$ cat src/rtl/imem_boot_ctrl_if.sv
// -----------------------------------------------------------------------------
// imem_boot_ctrl_if
// Groups the boot-controller signals: start/abort control, the byte-wide
// loader link, the instruction-memory write/address path and the status flags.
//   master : the boot controller (drives rx_ready, mem_*, cpu_rst, status)
//   slave  : the environment (loader, CPU fetch port, boot host)
// -----------------------------------------------------------------------------
interface imem_boot_ctrl_if #(
  parameter int ADDR_WIDTH = 32,
  parameter int DATA_WIDTH = 32
);
  logic                  boot_start;
  logic [15:0]           load_words;
  logic                  boot_abort;
  logic                  rx_valid;
  logic [7:0]            rx_data;
  logic                  rx_ready;
  logic [ADDR_WIDTH-1:0] cpu_instr_addr;
  logic [ADDR_WIDTH-1:0] mem_addr;
  logic [DATA_WIDTH-1:0] mem_wdata;
  logic                  mem_we;
  logic                  cpu_rst;
  logic                  busy;
  logic                  done;
  logic                  err;

  modport master (
    input  boot_start, load_words, boot_abort, rx_valid, rx_data, cpu_instr_addr,
    output rx_ready, mem_addr, mem_wdata, mem_we, cpu_rst, busy, done, err
  );

  modport slave (
    output boot_start, load_words, boot_abort, rx_valid, rx_data, cpu_instr_addr,
    input  rx_ready, mem_addr, mem_wdata, mem_we, cpu_rst, busy, done, err
  );
endinterface

$ cat src/rtl/imem_boot_ctrl.sv
// -----------------------------------------------------------------------------
// imem_boot_ctrl
// Boot/load sequencer for the instruction memory. Holds the CPU in reset,
// takes a program image byte by byte from the loader link, assembles
// little-endian words and writes them to consecutive word addresses. After
// the last word it releases the CPU and passes CPU fetch addresses straight
// through to the memory.
// Ports:
//   clk   : rising-edge clock
//   reset : asynchronous active-high reset (returns to HOLD)
//   bus   : imem_boot_ctrl_if.master
//           boot_start/load_words/boot_abort : load control
//           rx_valid/rx_data/rx_ready        : loader byte handshake
//           cpu_instr_addr                   : CPU fetch byte address
//           mem_addr/mem_wdata/mem_we        : instruction memory port
//           cpu_rst/busy/done/err            : status
// -----------------------------------------------------------------------------
module imem_boot_ctrl #(
  parameter int DATA_WIDTH = 32,
  parameter int ADDR_WIDTH = 32,
  parameter int MEM_SIZE   = 512
) (
  input  logic                clk,
  input  logic                reset,
  imem_boot_ctrl_if.master    bus
);

  typedef enum logic [2:0] {
    S_HOLD  = 3'd0,
    S_LOAD  = 3'd1,
    S_WRITE = 3'd2,
    S_RUN   = 3'd3,
    S_ERR   = 3'd4
  } state_t;

  // One bit wider than load_words so the size compare cannot overflow.
  localparam logic [16:0] MEM_SIZE_W = 17'(MEM_SIZE);

  state_t                state_q, state_d;
  logic [15:0]           count_q, count_d;
  logic [15:0]           word_idx_q, word_idx_d;
  logic [1:0]            byte_cnt_q, byte_cnt_d;
  logic [DATA_WIDTH-1:0] asm_q, asm_d;

  logic [17:0]           write_addr;

  // Next-state and datapath update
  always_comb begin
    state_d    = state_q;
    count_d    = count_q;
    word_idx_d = word_idx_q;
    byte_cnt_d = byte_cnt_q;
    asm_d      = asm_q;
    unique case (state_q)
      // HOLD, RUN and ERR all treat boot_start the same way.
      S_HOLD, S_RUN, S_ERR: begin
        if (bus.boot_start) begin
          if (bus.load_words == 16'd0) begin
            state_d = S_RUN;
          end else if ({1'b0, bus.load_words} > MEM_SIZE_W) begin
            state_d = S_ERR;
          end else begin
            state_d    = S_LOAD;
            count_d    = bus.load_words;
            word_idx_d = '0;
            byte_cnt_d = '0;
            asm_d      = '0;
          end
        end
      end
      S_LOAD: begin
        if (bus.boot_abort) begin
          // Partial word is dropped; nothing reaches memory.
          state_d    = S_HOLD;
          byte_cnt_d = '0;
          asm_d      = '0;
        end else if (bus.rx_valid) begin
          asm_d[8*byte_cnt_q +: 8] = bus.rx_data;
          byte_cnt_d               = byte_cnt_q + 2'd1;
          if (byte_cnt_q == 2'd3) begin
            state_d = S_WRITE;
          end
        end
      end
      S_WRITE: begin
        // The write always completes; abort only redirects the exit.
        word_idx_d = word_idx_q + 16'd1;
        if (bus.boot_abort) begin
          state_d = S_HOLD;
        end else if (word_idx_d == count_q) begin
          state_d = S_RUN;
        end else begin
          state_d = S_LOAD;
        end
      end
      default: begin
        state_d = S_HOLD;
      end
    endcase
  end

  always_ff @(posedge clk or posedge reset) begin
    if (reset) begin
      state_q    <= S_HOLD;
      count_q    <= '0;
      word_idx_q <= '0;
      byte_cnt_q <= '0;
      asm_q      <= '0;
    end else begin
      state_q    <= state_d;
      count_q    <= count_d;
      word_idx_q <= word_idx_d;
      byte_cnt_q <= byte_cnt_d;
      asm_q      <= asm_d;
    end
  end

  assign write_addr = {word_idx_q, 2'b00};

  // Output decode from state and datapath registers
  always_comb begin
    bus.rx_ready  = 1'b0;
    bus.mem_we    = 1'b0;
    bus.mem_addr  = '0;
    bus.mem_wdata = '0;
    bus.cpu_rst   = 1'b1;
    bus.busy      = 1'b0;
    bus.done      = 1'b0;
    bus.err       = 1'b0;
    unique case (state_q)
      S_LOAD: begin
        bus.rx_ready = 1'b1;
        bus.busy     = 1'b1;
      end
      S_WRITE: begin
        bus.mem_we    = 1'b1;
        bus.busy      = 1'b1;
        bus.mem_addr  = ADDR_WIDTH'(write_addr);
        bus.mem_wdata = asm_q;
      end
      S_RUN: begin
        // Zero-latency fetch path once the CPU is running.
        bus.cpu_rst  = 1'b0;
        bus.done     = 1'b1;
        bus.mem_addr = bus.cpu_instr_addr;
      end
      S_ERR: begin
        bus.err = 1'b1;
      end
      default: begin
      end
    endcase
  end

endmodule

$ cat src/flat_wrapper.sv
// flat-port wrapper written by rule: the top's interface ports become plain ports
module imem_boot_ctrl_flat 
#(
  parameter int DATA_WIDTH = 32,
  parameter int ADDR_WIDTH = 32,
  parameter int MEM_SIZE   = 512
)
  (clk, reset, bus_boot_start, bus_load_words, bus_boot_abort, bus_rx_valid, bus_rx_data, bus_cpu_instr_addr, bus_rx_ready, bus_mem_addr, bus_mem_wdata, bus_mem_we, bus_cpu_rst, bus_busy, bus_done, bus_err);
  imem_boot_ctrl_if #(.ADDR_WIDTH(ADDR_WIDTH), .DATA_WIDTH(DATA_WIDTH)) bus_i ();
  input  logic clk;
  input  logic reset;
  input wire logic [$bits(bus_i.boot_start)-1:0] bus_boot_start;
  input wire logic [$bits(bus_i.load_words)-1:0] bus_load_words;
  input wire logic [$bits(bus_i.boot_abort)-1:0] bus_boot_abort;
  input wire logic [$bits(bus_i.rx_valid)-1:0] bus_rx_valid;
  input wire logic [$bits(bus_i.rx_data)-1:0] bus_rx_data;
  input wire logic [$bits(bus_i.cpu_instr_addr)-1:0] bus_cpu_instr_addr;
  output wire logic [$bits(bus_i.rx_ready)-1:0] bus_rx_ready;
  output wire logic [$bits(bus_i.mem_addr)-1:0] bus_mem_addr;
  output wire logic [$bits(bus_i.mem_wdata)-1:0] bus_mem_wdata;
  output wire logic [$bits(bus_i.mem_we)-1:0] bus_mem_we;
  output wire logic [$bits(bus_i.cpu_rst)-1:0] bus_cpu_rst;
  output wire logic [$bits(bus_i.busy)-1:0] bus_busy;
  output wire logic [$bits(bus_i.done)-1:0] bus_done;
  output wire logic [$bits(bus_i.err)-1:0] bus_err;
  assign bus_i.boot_start = bus_boot_start;
  assign bus_i.load_words = bus_load_words;
  assign bus_i.boot_abort = bus_boot_abort;
  assign bus_i.rx_valid = bus_rx_valid;
  assign bus_i.rx_data = bus_rx_data;
  assign bus_i.cpu_instr_addr = bus_cpu_instr_addr;
  assign bus_rx_ready = bus_i.rx_ready;
  assign bus_mem_addr = bus_i.mem_addr;
  assign bus_mem_wdata = bus_i.mem_wdata;
  assign bus_mem_we = bus_i.mem_we;
  assign bus_cpu_rst = bus_i.cpu_rst;
  assign bus_busy = bus_i.busy;
  assign bus_done = bus_i.done;
  assign bus_err = bus_i.err;
  imem_boot_ctrl #(.DATA_WIDTH(DATA_WIDTH), .ADDR_WIDTH(ADDR_WIDTH), .MEM_SIZE(MEM_SIZE)) u_core (.clk(clk), .reset(reset), .bus(bus_i));
endmodule
$ cat config.mk
export PLATFORM = sky130hd
export DESIGN_NAME = imem_boot_ctrl_flat
export DESIGN_NICKNAME = d
export VERILOG_FILES = /design/src/rtl/imem_boot_ctrl_if.sv /design/src/rtl/imem_boot_ctrl.sv /design/src/flat_wrapper.sv
export SDC_FILE = /design/constraint.sdc
export NUM_CORES = 1
export LEC_CHECK = 0
export BUFFER_PORTS_ARGS = -buffer_cell sky130_fd_sc_hd__buf_2
export CELL_PAD_IN_SITES_DETAIL_PLACEMENT = 0
export CELL_PAD_IN_SITES_GLOBAL_PLACEMENT = 2
export CORE_ASPECT_RATIO = 1.2
export CORE_MARGIN = 1.5
export CORE_UTILIZATION = 33
export DETAILED_ROUTE_END_ITERATION = 10
export HOLD_SLACK_MARGIN = 0.02
export MAX_ROUTING_LAYER = met4
export PLACE_DENSITY = 0.95
export SLEW_MARGIN = 20
export SYNTH_ARGS = -nofsm -noshare
export SYNTH_HDL_FRONTEND = slang
export SYNTH_SLANG_ARGS = --single-unit
$ cat constraint.sdc
create_clock -name clk -period 3.9 [get_ports clk]
set_clock_uncertainty 0.15 [all_clocks]
set_input_delay 0.585 -clock clk [delete_from_list [all_inputs] [get_ports clk]]
set_output_delay 0.585 -clock clk [all_outputs]
set_load 0.005 [all_outputs]
==> results.md, run 1 <==
- Run status: complete, no violations
- Number of top-level pins: 131
- Sw power: 607 uW
- Critical path launch point: u_core.state_q[1]$_DFFE_PP0P_
- Switching Share: 31.1%
- Count of port buffers added during placement: 130
- FF+latch count, synth: 69
- Cell-by-cell trace of the critical path: nand2b_1, or2_2, inv_1, buf_4, and2_1, buf_2
- Minimum clock period after layout: 2.84 ns
- Number of search-and-repair iterations in the first detailed-routing pass: 4
- Area Growth Syn to Fin: 25.4%
- Sequential Area: 1730 um2
- Core Rows: 44
- VDD IR-drop max: 0.183 mV
- Number of H-tree levels: 3
- Footprint of the multi-input gates: 2210 um2
- Nature of the critical path endpoint: output port
- Max cap viols: 0
- Overall routing resource usage: 17.8%
- Detailed placement HPWL: 8030 um
- Die Width: 105 um
- Sequential group share of total power: 45.7%
- Clock-pin slew on the worst setup and hold paths: 0.06 ns
- WP data arrival: 2.11 ns
- Setup repair after global routing missed its margin: false
- Clock latency reported for the late side of the worst-skew pair: 0.34 ns
- Commonest non-fill, non-tap cells in the layout: 130 x sky130_fd_sc_hd__buf_2, 69 x sky130_fd_sc_hd__dfrtp_1, 52 x sky130_fd_sc_hd__and2_1, 49 x sky130_fd_sc_hd__a22o_1, 33 x sky130_fd_sc_hd__o21ai_0
- Number of endpoints failing setup at the final stage: 0
- Slew at the pin closest to its max-slew limit: 0.758 ns
- Critical-path cell with the highest stage delay: sky130_fd_sc_hd__dfrtp_1
- Critical Path Fanout Max: 56
- Kind of cell adding the most delay to the critical path: simple AND/OR/NAND/NOR gates
- Cell count after synthesis: 425
- Required time reported for the critical path endpoint: 3.16 ns
- Vias after detailed routing: 3655
- Most used flip-flop cell after synthesis: sky130_fd_sc_hd__dfrtp_1
- Initial drt markers: 168
- Library cell used as clock root buffer: sky130_fd_sc_hd__clkbuf_16
- Sum of negative setup slack: 0 ns
- Peak Freq: 352 MHz
- Clk buf depth: 2
- Crit path largest cell delay: 0.49 ns
- Overall die area: 13100 um2
- Post-route DRC: 0
- Static power due to leakage: 0.00260 uW
- Kind of critical path: reg -> out
- Class of the tightest hold or removal check: in -> async
- Via count of the first global-routing pass: 3552
- Worst Path Buf+Inv: 3
- Via-per-instance ratio: 5.16
- Average cell area after synthesis: 9.66 um2
- Number of nets in the final layout: 609
- Final estimated routing congestion in global placement: 0.884
- Number of antenna violations at the first check in global routing: 0
- Internal power contribution: 1340 uW
- Diode count: 0
- Global-route wire length before repair: 18100 um
- Final count of pins violating max slew: 0
- Share of async-settable or async-resettable flops after synthesis: 100%
- Height of the chip: 125 um
- Yosys warning count: 0
- Number of setup buffers added after CTS: 0
- Share of the yosys chip area belonging to registers: 42.0%
- Initial standard-cell utilization of the core: 33.9%
- Average detailed-routed wire length per instance: 15.4 um
- Number of enable-type register cells in the synthesized netlist: 0
- Detail Route Antenna Nets: 0
- RR Startpoint: u_core.word_idx_q[0]$_DFFE_PP0P_
- Final design utilization: 42.5%
- Power density cells: 379 nW/um2
- Grt total ovfl: 0
- Total clock sinks: 69
- Core ar.: 12100 um2
- Number of gates resized after CTS: 0
- TritonCTS Buffers: 9
- Post-synthesis instance area: 4110 um2
- Total of hold buffers inserted after clock tree synthesis: 0
- TritonCTS clock tree: built
- Share of final-layout standard cells stronger than drive strength 1: 33.0%
- Commonest non-fill, non-tap cell in the layout: sky130_fd_sc_hd__buf_2
- Worst-case headroom to the max-slew limit: 49.4%
- Number of nets produced by synthesis: 491
- Post-detailed-routing wire length: 10900 um
- Type of element launching the critical path: flop
- Part of the cycle the worst path needs: 72.8%
- Number of unique standard cell types used by synthesis: 58
- Pin count of the biggest net entering global routing: 57
- Clock share of power: 40.0%
- Fill cell total of the finished layout: 1232
- Combinational fraction of design power: 14.4%
- Total count of hold-check failures in the final report: 0
==> power groups by stage <==
stage	Combinational, uW	Clock (uW)	Sequential, uW
2_1_floorplan	270	0	816
3_3_place_gp	276	0	902
3_5_place_dp	283	0	905
4_1_cts	284	795	892
5_1_grt	318	820	908
6_report	281	779	891
==> cell type report <==
cell class / count / area share [%]
Clock buffer: 9 / 4.38
Multi-Input combinational cell: 319 / 43.0
Sequential cell: 69 / 33.5
Tap cell: 161 / 3.91
Timing Repair Buffer: 136 / 13.5
Inverter: 8 / 0.583
Clock inverter: 7 / 1.07
==> routing by layer <==
metal / up-vias / global-route usage (%) / part of all wire, %
li1: 1764 / - / -
met1: 1747 / 21.5 / 43
met2: 128 / 28.9 / 48
met3: 16 / 3.91 / 6.7
met4: 0 / 7.09 / 1.9
met5: - / - / 0
==> final timing paths <==
check,depth (start not counted),slack [ns],endpoint
setup / recovery,6,1.06,bus_mem_wdata[11]
hold / removal,2,0.24,u_core.asm_q[7]$_DFFE_PP0P_
setup reg to reg,7,1.23,u_core.state_q[1]$_DFFE_PP0P_
hold reg to reg,1,0.35,u_core.asm_q[26]$_DFFE_PP0P_
max in group asynchronous,3,2.44,u_core.word_idx_q[9]$_DFFE_PP0P_
min in group clk,2,0.33,u_core.count_q[1]$_DFFE_PP0P_
==> cell usage after synthesis, types with 3 or more instances <==
cell,instances,area share [%]
sky130_fd_sc_hd__nand2b_1,6,0.91
sky130_fd_sc_hd__o31ai_1,5,0.91
sky130_fd_sc_hd__xor2_1,6,1.3
sky130_fd_sc_hd__nor2_1,25,2.3
sky130_fd_sc_hd__buf_2,4,0.49
sky130_fd_sc_hd__nor3_4,3,1.2
sky130_fd_sc_hd__nor4_1,6,0.91
sky130_fd_sc_hd__clkbuf_1,20,1.8
sky130_fd_sc_hd__inv_1,8,0.73
sky130_fd_sc_hd__ha_1,5,1.5
sky130_fd_sc_hd__nand2_1,28,2.6
sky130_fd_sc_hd__o21ai_0,33,4.0
sky130_fd_sc_hd__mux2_2,6,1.6
sky130_fd_sc_hd__and2_1,52,7.9
sky130_fd_sc_hd__dfrtp_1,69,42
sky130_fd_sc_hd__or2_2,3,0.46
sky130_fd_sc_hd__nor3_1,3,0.37
sky130_fd_sc_hd__xnor2_1,14,3.0
sky130_fd_sc_hd__and3_1,8,1.2
sky130_fd_sc_hd__nand3_1,10,1.2
sky130_fd_sc_hd__a22o_1,49,10
sky130_fd_sc_hd__nand4_1,6,0.91
sky130_fd_sc_hd__nor2b_1,7,1.1
sky130_fd_sc_hd__mux2_1,4,1.1
sky130_fd_sc_hd__a21oi_1,4,0.49
sky130_fd_sc_hd__o21ai_2,4,0.85
==> cells by family after synthesis <==
kind of cell	count (synthesis)	synth area share, %
simple gates	170	24.4
compound gates	112	20.5
buf+inv	37	4.05
xor+xnor	20	4.27
fa+ha+maj	5	1.52
mux	12	3.23
flops	69	42.0
==> metrics by stage <==
step	std cells	hold slack (ns)	worst slack [ns]	instance area (um2)	power, uW
finish	709	0.237	1.06	5150	1950
global route	709	0.321	0.886	5150	2050
detailed placement	693	0.333	0.996	4870	1190
floorplan	425	0.308	1.21	4110	1090
global placement	693	0.328	1.05	4870	1180
CTS	709	0.247	1.02	5150	1970
==> flip-flops by register name, indices dropped and copies added (netlist names) <==
name	cells
u_core.word_idx_q	16
u_core.byte_cnt_q	2
u_core.state_q	3
u_core.asm_q	32
u_core.count_q	16
Note: power is estimated with default switching activity, not from simulation.
==> run 2: changes to the inputs <==
ABC_AREA = 1   (was unset)
CORE_UTILIZATION = 26   (was 33)
PLACE_DENSITY = 0.87   (was 0.95)
clock period = 2.5 ns   (was 3.9 ns; I/O delays follow)
==> run 2 against run 1 <==
Global-route usage down 2.9 points; synthesized area up 10%; die area up 39%; sequential power up 96%; worst setup slack worse by 0.83 ns; sequential share of layout area down 3.6 points; largest cell class unchanged.
==> results.md, run 2 <==
- Number of H-tree levels: 3 (unchanged)
- Kind of critical path: reg -> out
- Setup repair after global routing missed its margin: false
- Global-route wire length before repair: 20500 um (+13%)
- Synthesized-area fraction occupied by ao, oa, aoi and oai cells: 11.3% (-9.2 points)
- Top cell types by occurrence after synthesis: 143 x sky130_fd_sc_hd__nand2_1, 110 x sky130_fd_sc_hd__nor2_1, 100 x sky130_fd_sc_hd__inv_1
- Number of unique standard cell types used by synthesis: 41 (-29%)
- Most used flip-flop cell after synthesis: sky130_fd_sc_hd__dfrtp_1
- Post-place setup slack: 0.268 ns (-0.728 ns)
- Multiplexer share of the synthesized area: 0% (-3.2 points)
- Static power due to leakage: 0.00311 uW (+20%)
- Run status: complete, no violations
- Number of nets in the final layout: 840 (+38%)
- Area share of and/or/nand/nor cells after synthesis: 36.3% (+12 points)
- Number of enable-type register cells in the synthesized netlist: 0 (unchanged)
- FF+latch count, synth: 69 (unchanged)
- Crit path largest cell delay: 0.42 ns (-0.07 ns)
- Commonest non-fill, non-tap cell in the layout: sky130_fd_sc_hd__nand2_1
- Via count of the first global-routing pass: 4174 (+18%)
- Detailed placement HPWL: 9910 um (+23%)
- Sum of negative setup slack: 0 ns (unchanged)
- Dominant cell type by area after synthesis: sky130_fd_sc_hd__dfrtp_1
- Ranking of synthesized cells by area: sky130_fd_sc_hd__dfrtp_1 38%, sky130_fd_sc_hd__nand2_1 12%, sky130_fd_sc_hd__nor2_1 9.1%
- Cell count after synthesis: 642 (+51%)
- Diode count: 0 (unchanged)
- Library cell with the highest instance count after synthesis: sky130_fd_sc_hd__nand2_1
- Part of the cycle the worst path needs: 91.0%
- Worst-case hold slack: 0.163 ns (-0.0741 ns)
- Initial drt markers: 135 (-20%)
- Required time reported for the critical path endpoint: 1.98 ns (-1.18 ns)
- Number of antenna violations at the first check in global routing: 0 (unchanged)
- Critical-path cell with the highest stage delay: sky130_fd_sc_hd__dfrtp_1
- Peak Freq: 440 MHz
- Cell-by-cell trace of the critical path: inv_2, nand2_2, nor2_1, inv_4, o21ai_0, buf_2
- Via-per-instance ratio: 4.29 (-17%)
- Number of setup buffers added after CTS: 0 (unchanged)
- Share of the yosys chip area belonging to registers: 38.1% (-3.9 points)
- Worst Path Buf+Inv: 3 (unchanged)
- Internal power contribution: 2970 uW (+120%)
- Average detailed-routed wire length per instance: 12.8 um (-17%)
- Overall die area: 18200 um2 (+39%)
- TritonCTS Buffers: 9 (unchanged)
- Initial standard-cell utilization of the core: 26.7% (-7.2 points)
- TritonCTS clock tree: built
- Class of the tightest hold or removal check: in -> reg
- Worst min-delay path startpoint: bus_load_words[8]
- Slew at the pin closest to its max-slew limit: 0.517 ns (-0.241 ns)
- Main combinational cell family by area after synthesis: simple AND/OR/NAND/NOR gates
- Vias after detailed routing: 4272 (+17%)
- Average cell area after synthesis: 7.06 um2 (-27%)
- Worst-case headroom to the max-slew limit: 65.5% (+16 points)
- Critical Path Fanout Max: 55 (-1.8%)
- Yosys warning count: 0 (unchanged)
- Final estimated routing congestion in global placement: 0.878 (-0.63%)
- Synth top area share: 38.1% (-3.9 points)
- Die Width: 123 um (+18%)
- XOR/XNOR share of the synthesized area: 1.08% (-3.2 points)
- Area Growth Syn to Fin: 27.3%
- Core Rows: 52 (+18%)
- Pin count of the biggest net entering global routing: 56 (-1.8%)
- Max cap viols: 0 (unchanged)
- Combinational fraction of design power: 30.5% (+16 points)
- Height of the chip: 148 um (+18%)
- Critical path launch point: u_core.state_q[2]$_DFFE_PP0P_
- Nature of the critical path endpoint: output port
- Share of async-settable or async-resettable flops after synthesis: 100% (unchanged)
- Minimum clock period after layout: 2.27 ns
- Number of search-and-repair iterations in the first detailed-routing pass: 6 (+2)
- Core ar.: 17000 um2 (+40%)
- Total clock sinks: 69 (unchanged)
- Kind of cell adding the most delay to the critical path: buffers and inverters
- Share of final-layout standard cells stronger than drive strength 1: 28.1% (-4.9 points)
- Clock latency reported for the late side of the worst-skew pair: 0.34 ns (about the same)
- Fill cell total of the finished layout: 1871 (+52%)
- RR Startpoint: u_core.byte_cnt_q[0]$_DFFE_PP0P_
- Commonest non-fill, non-tap cells in the layout: 143 x sky130_fd_sc_hd__nand2_1, 130 x sky130_fd_sc_hd__buf_2, 110 x sky130_fd_sc_hd__nor2_1, 98 x sky130_fd_sc_hd__inv_1, 69 x sky130_fd_sc_hd__dfrtp_1
- Number of nets produced by synthesis: 708 (+44%)
- Clk buf depth: 2 (unchanged)
- Final count of pins violating max slew: 0 (unchanged)
- Sw power: 1700 uW (+180%)
- Library cell used as clock root buffer: sky130_fd_sc_hd__clkbuf_16
- Largest register by flop count: u_core.asm_q
- Clock share of power: 32.2% (-7.8 points)
- Overall routing resource usage: 15.0% (-2.9 points)
- Post-synthesis instance area: 4530 um2 (+10%)
- Clock-pin slew on the worst setup and hold paths: 0.06 ns (about the same)
- Sequential group share of total power: 37.4% (-8.3 points)
- Number of endpoints failing setup at the final stage: 0 (unchanged)
- Power density cells: 811 nW/um2 (+110%)
- Share of synthesized cell area in full adder, half adder and majority cells: 1.38% (-0.14 points)
- Max reg flops: 32 (unchanged)
- Grt total ovfl: 0 (unchanged)
- Total count of hold-check failures in the final report: 0 (unchanged)
- WP data arrival: 1.75 ns (-0.36 ns)
- Detail Route Antenna Nets: 0 (unchanged)
- Number of top-level pins: 131 (unchanged)
- Switching Share: 36.4% (+5.3 points)
- Registers with the most flip-flops: u_core.asm_q x32, u_core.count_q x16, u_core.word_idx_q x16
- Post-route DRC: 0 (unchanged)
- Fin worst setup slack: 0.226 ns (-0.834 ns)
- Post-detailed-routing wire length: 12700 um (+17%)
- VDD IR-drop max: 0.291 mV (+59%)
- Type of element launching the critical path: flop
- Count of port buffers added during placement: 130 (unchanged)
==> run 2: cell count changes in the layout (fill, tap and decap cells not counted), moves of 9 or more <==
| cell | change |
|---|---|
| sky130_fd_sc_hd__xnor2_1 | -14 |
| sky130_fd_sc_hd__or2_2 | +9 |
| sky130_fd_sc_hd__o21ai_1 | +12 |
| sky130_fd_sc_hd__inv_1 | +91 |
| sky130_fd_sc_hd__nand3_1 | +30 |
| sky130_fd_sc_hd__a22o_1 | -46 |
| sky130_fd_sc_hd__nor2_1 | +85 |
| sky130_fd_sc_hd__a21oi_2 | +22 |
| sky130_fd_sc_hd__and2_1 | -51 |
| sky130_fd_sc_hd__nand2_1 | +115 |
==> run 2: metal layers <==
| layer | track usage (%) | wire length [um] |
|---|---|---|
| met1 | 18.3 | 5680 |
| met2 | 25.2 | 6200 |
| met3 | 1.74 | 575 |
| met4 | 5.52 | 250 |
| met5 | - | 0 |
==> run 2: final timing paths <==
check,to,slack (ns),depth (start not counted)
setup / recovery,bus_mem_addr[5],0.23,6
hold / removal,u_core.count_q[8]$_DFFE_PP0P_,0.16,3
setup reg to reg,u_core.asm_q[5]$_DFFE_PP0P_,0.31,7
hold reg to reg,u_core.asm_q[1]$_DFFE_PP0P_,0.34,2
max in group asynchronous,u_core.byte_cnt_q[1]$_DFFE_PP0P_,1.13,4
min in group asynchronous,u_core.count_q[15]$_DFFE_PP0P_,0.43,3
==> run 2: power by group through the flow <==
stage	Clock (uW)	Combinational [uW]	Sequential (uW)
after floorplan	0	1090	1670
after global placement	0	1430	1760
after detailed placement	0	1440	1760
after CTS	1530	1450	1750
after global routing	1590	1650	1800
final	1510	1420	1750
==> run 2: metrics by stage <==
step	area (um2)	util, %	power (uW)	cells
final	5770	34.0	4680	995
after global routing	5770	34.0	5040	995
after CTS	5770	34.0	4730	995
after detailed placement	5410	31.8	3210	978
after global placement	5410	31.8	3190	978
after floorplan	4530	-	2760	642
==> run 2: area by class of cell <==
| class | count | area [um2] | area share, % |
|---|---|---|---|
| Inverter | 108 | 414 | 7.18 |
| Multi-Input combinational cell | 446 | 2270 | 39.3 |
| Timing Repair Buffer | 140 | 741 | 12.8 |
| Sequential cell | 69 | 1730 | 29.9 |
| Tap cell | 216 | 270 | 4.69 |
| Clock inverter | 7 | 123 | 2.13 |
| Clock buffer | 9 | 225 | 3.91 |
==> run 2: tightest hold or removal path, cell delays in order <==
cell and delay (ns):
sky130_fd_sc_hd__buf_2 0.13, sky130_fd_sc_hd__nand2_1 0.06, sky130_fd_sc_hd__nand2_1 0.05
==> run 2: cell families after synthesis <==
logic type | after synthesis
DFF | 69
xor gates and xnor gates | 4
AOI/OAI and AO/OA | 80
and+or+nand+nor | 357
adders and majority gates | 5
buffers and inverters | 127
==> run 2: what timing repair did <==
item                                    4_1_cts  5_1_grt
resized for setup                             2        0
endpoints found under the hold margin        15        0
endpoints found under the setup margin       32        0
hold buffers                                  1        0
==> run 3: changes to the inputs <==
ABC_AREA = unset   (was 1)
CORE_UTILIZATION = 28   (was 26)
==> run 3 against run 2 <==
Flip-flop and latch count is the same; register-to-register slack lost 0.12 ns; wire length shrank 7.2%; sequential share of layout area grew 1.4 points; critical path type unchanged; via count shrank 12%.
==> results.md, run 3 (synthesis results as in run 1) <==
- Area Growth Syn to Fin: 34.5%
- Power density cells: 571 nW/um2 (-30%)
- Via count of the first global-routing pass: 3708 (-11%)
- Grt total ovfl: 0 (unchanged)
- Via-per-instance ratio: 4.96 (+15%)
- Number of top-level pins: 131 (unchanged)
- Overall die area: 15400 um2 (-15%)
- Nature of the critical path endpoint: output port
- Final design area excluding fillers: 5520 um2 (-4.3%)
- Crit path largest cell delay: 0.44 ns (+0.02 ns)
- Cell-by-cell trace of the critical path: nand2b_1, or2_2, inv_2, buf_12, and2_1, buf_2
- Fill cell total of the finished layout: 1437 (-23%)
- Max reg flops: 32 (unchanged)
- Number of search-and-repair iterations in the first detailed-routing pass: 4 (-2)
- Commonest non-fill, non-tap cell in the layout: sky130_fd_sc_hd__buf_2
- Largest register by flop count: u_core.asm_q
- Final count of pins violating max slew: 0 (unchanged)
- Class of the tightest hold or removal check: in -> reg
- Detail Route Antenna Nets: 0 (unchanged)
- Worst-case headroom to the max-slew limit: 68.3% (+2.8 points)
- Pin count of the biggest net entering global routing: 70 (+25%)
- Clk buf depth: 2 (unchanged)
- Total count of hold-check failures in the final report: 0 (unchanged)
- Critical Path Fanout Max: 33 (-40%)
- Final estimated routing congestion in global placement: 0.864 (-1.6%)
- WP data arrival: 1.89 ns (+0.14 ns)
- RR Startpoint: u_core.word_idx_q[0]$_DFFE_PP0P_
- Critical path launch point: u_core.state_q[2]$_DFFE_PP0P_
- Static power due to leakage: 0.00281 uW (-9.9%)
- Clock latency reported for the late side of the worst-skew pair: 0.33 ns (about the same)
- Kind of critical path: reg -> out
- Cell depth of the worst flop-to-flop path: 8 (+1)
- Registers with the most flip-flops: u_core.asm_q x32, u_core.count_q x16, u_core.word_idx_q x16
- Height of the chip: 136 um (-8.1%)
- TritonCTS Buffers: 9 (unchanged)
- Non-filler instance count after layout: 761 (-24%)
- VDD IR-drop max: 0.312 mV (+7.1%)
- Slew at the pin closest to its max-slew limit: 0.469 ns (-0.0480 ns)
- Core ar.: 14400 um2 (-15%)
- Sum of negative setup slack: 0 ns (unchanged)
- Placed cells: 741 (-24%)
- Peak Freq: 415 MHz (-5.7%)
- Number of nets in the final layout: 647 (-23%)
- Number of antenna violations at the first check in global routing: 0 (unchanged)
- Detailed placement HPWL: 8790 um (-11%)
- Clock-pin slew on the worst setup and hold paths: 0.06 ns (about the same)
- Initial standard-cell utilization of the core: 28.6% (+1.9 points)
- Run status: complete, no violations
- Critical-path cell with the highest stage delay: sky130_fd_sc_hd__dfrtp_2
- Core Rows: 48 (-7.7%)
- Vias after detailed routing: 3773 (-12%)
- TritonCTS clock tree: built
- Type of element launching the critical path: flop
- Post-route DRC: 0 (unchanged)
- Minimum clock period after layout: 2.41 ns (+0.137 ns)
- Library cell used as clock root buffer: sky130_fd_sc_hd__clkbuf_16
- Register-to-register setup slack: 0.19 ns (-0.12 ns)
- Final design utilization: 38.5% (+4.5 points)
- Count of port buffers added during placement: 130 (unchanged)
- Total design power: 3150 uW (-33%)
- Max cap viols: 0 (unchanged)
- Share of final-layout standard cells stronger than drive strength 1: 38.4% (+10 points)
- Average detailed-routed wire length per instance: 15.5 um (+21%)
- Total clock sinks: 69 (unchanged)
- R2r endpoint: u_core.state_q[1]$_DFFE_PP0P_
- Overall routing resource usage: 16.1% (+1.2 points)
- Diode count: 0 (unchanged)
- Number of endpoints failing setup at the final stage: 0 (unchanged)
- Capturing element of the worst setup path: bus_mem_wdata[19]
- Die Width: 114 um (-8.0%)
- Commonest non-fill, non-tap cells in the layout: 130 x sky130_fd_sc_hd__buf_2, 66 x sky130_fd_sc_hd__dfrtp_1, 52 x sky130_fd_sc_hd__and2_1, 49 x sky130_fd_sc_hd__a22o_1, 40 x sky130_fd_sc_hd__buf_4
- Global-route wire length before repair: 19000 um (-7.4%)
- Initial drt markers: 178 (+32%)
- Number of H-tree levels: 3 (unchanged)
- Post-detailed-routing wire length: 11800 um (-7.2%)
- Part of the cycle the worst path needs: 96.5% (+5.5 points)
- Placed Instance Area: 5150 um2 (-4.7%)
- Required time reported for the critical path endpoint: 1.98 ns (about the same)
## run 3: changes by cell type in the layout (fill, tap and decap cells not counted), sizes merged, moves of 10 or more
| cell | previous run | this run |
|---|---|---|
| and2 | 1 | 52 |
| a22o | 3 | 49 |
| nor2 | 121 | 26 |
| o21ai | 51 | 37 |
| a21oi | 25 | 4 |
| mux2 | 0 | 10 |
| inv | 107 | 12 |
| nand3 | 43 | 11 |
| or2 | 16 | 4 |
| buf | 139 | 173 |
| xnor2 | 0 | 14 |
| nand2 | 145 | 28 |
## run 3: worst min path at each step
stage,start,endpoint,slack (ns),cells past startpoint
2_1_floorplan,u_core.asm_q[24]$_DFFE_PP0P_,u_core.asm_q[24]$_DFFE_PP0P_,0.31,1
3_3_place_gp,reset,u_core.asm_q[1]$_DFFE_PP0P_,0.33,3
3_5_place_dp,u_core.asm_q[29]$_DFFE_PP0P_,u_core.asm_q[29]$_DFFE_PP0P_,0.33,1
4_1_cts,bus_rx_data[6],u_core.asm_q[22]$_DFFE_PP0P_,0.14,2
5_1_grt,bus_load_words[4],u_core.count_q[4]$_DFFE_PP0P_,0.15,2
6_report,bus_load_words[3],u_core.count_q[3]$_DFFE_PP0P_,0.16,2
## run 3: report_power, final
| part | leakage, uW | internal [uW] | switching [uW] |
|---|---|---|---|
| Combinational | 0.00175 | 257 | 274 |
| Clock | 0.000140 | 696 | 556 |
| Sequential | 0.000920 | 1210 | 163 |
## run 3: routing by layer
metal / global-route usage, % / wire length, um / vias to the layer above
met4: 5.21 / 204 / 0
met3: 3.13 / 643 / 20
met2: 26.3 / 5640 / 137
li1: - / - / 1840
met5: - / 0 / -
met1: 20.2 / 5310 / 1776
## run 3: metrics by stage
| step | setup WS [ns] | hold slack (ns) |
|---|---|---|
| floorplan | 0.0192 | 0.308 |
| global placement | -0.150 | 0.332 |
| detailed placement | -0.189 | 0.328 |
| CTS | -0.0371 | 0.141 |
| global route | -0.00881 | 0.145 |
| finish | 0.0887 | 0.156 |
## run 3: area by class of cell
| class | count | area (um2) | share of cell area [%] |
|---|---|---|---|
| Timing Repair Buffer | 174 | 1020 | 18.5 |
| Multi-Input combinational cell | 319 | 2230 | 40.4 |
| Tap cell | 175 | 219 | 3.97 |
| Inverter | 8 | 30.0 | 0.544 |
| Clock inverter | 7 | 65.1 | 1.18 |
| Clock buffer | 9 | 225 | 4.08 |
| Sequential cell | 69 | 1730 | 31.3 |
## run 3: critical path, delay by kind of cell (launching register included)
kind	cells	cell delay, ns
buf+inv	3	0.43
simple gates	3	0.68
flops	1	0.44
## run 3: repair_timing
action,CTS,global route
buffers inserted,0,3
resized for setup,1,12
gates cloned,0,0
endpoints found under the hold margin,69,0
endpoints found under the setup margin,42,48
hold buffers,1,0
pin swaps,0,1
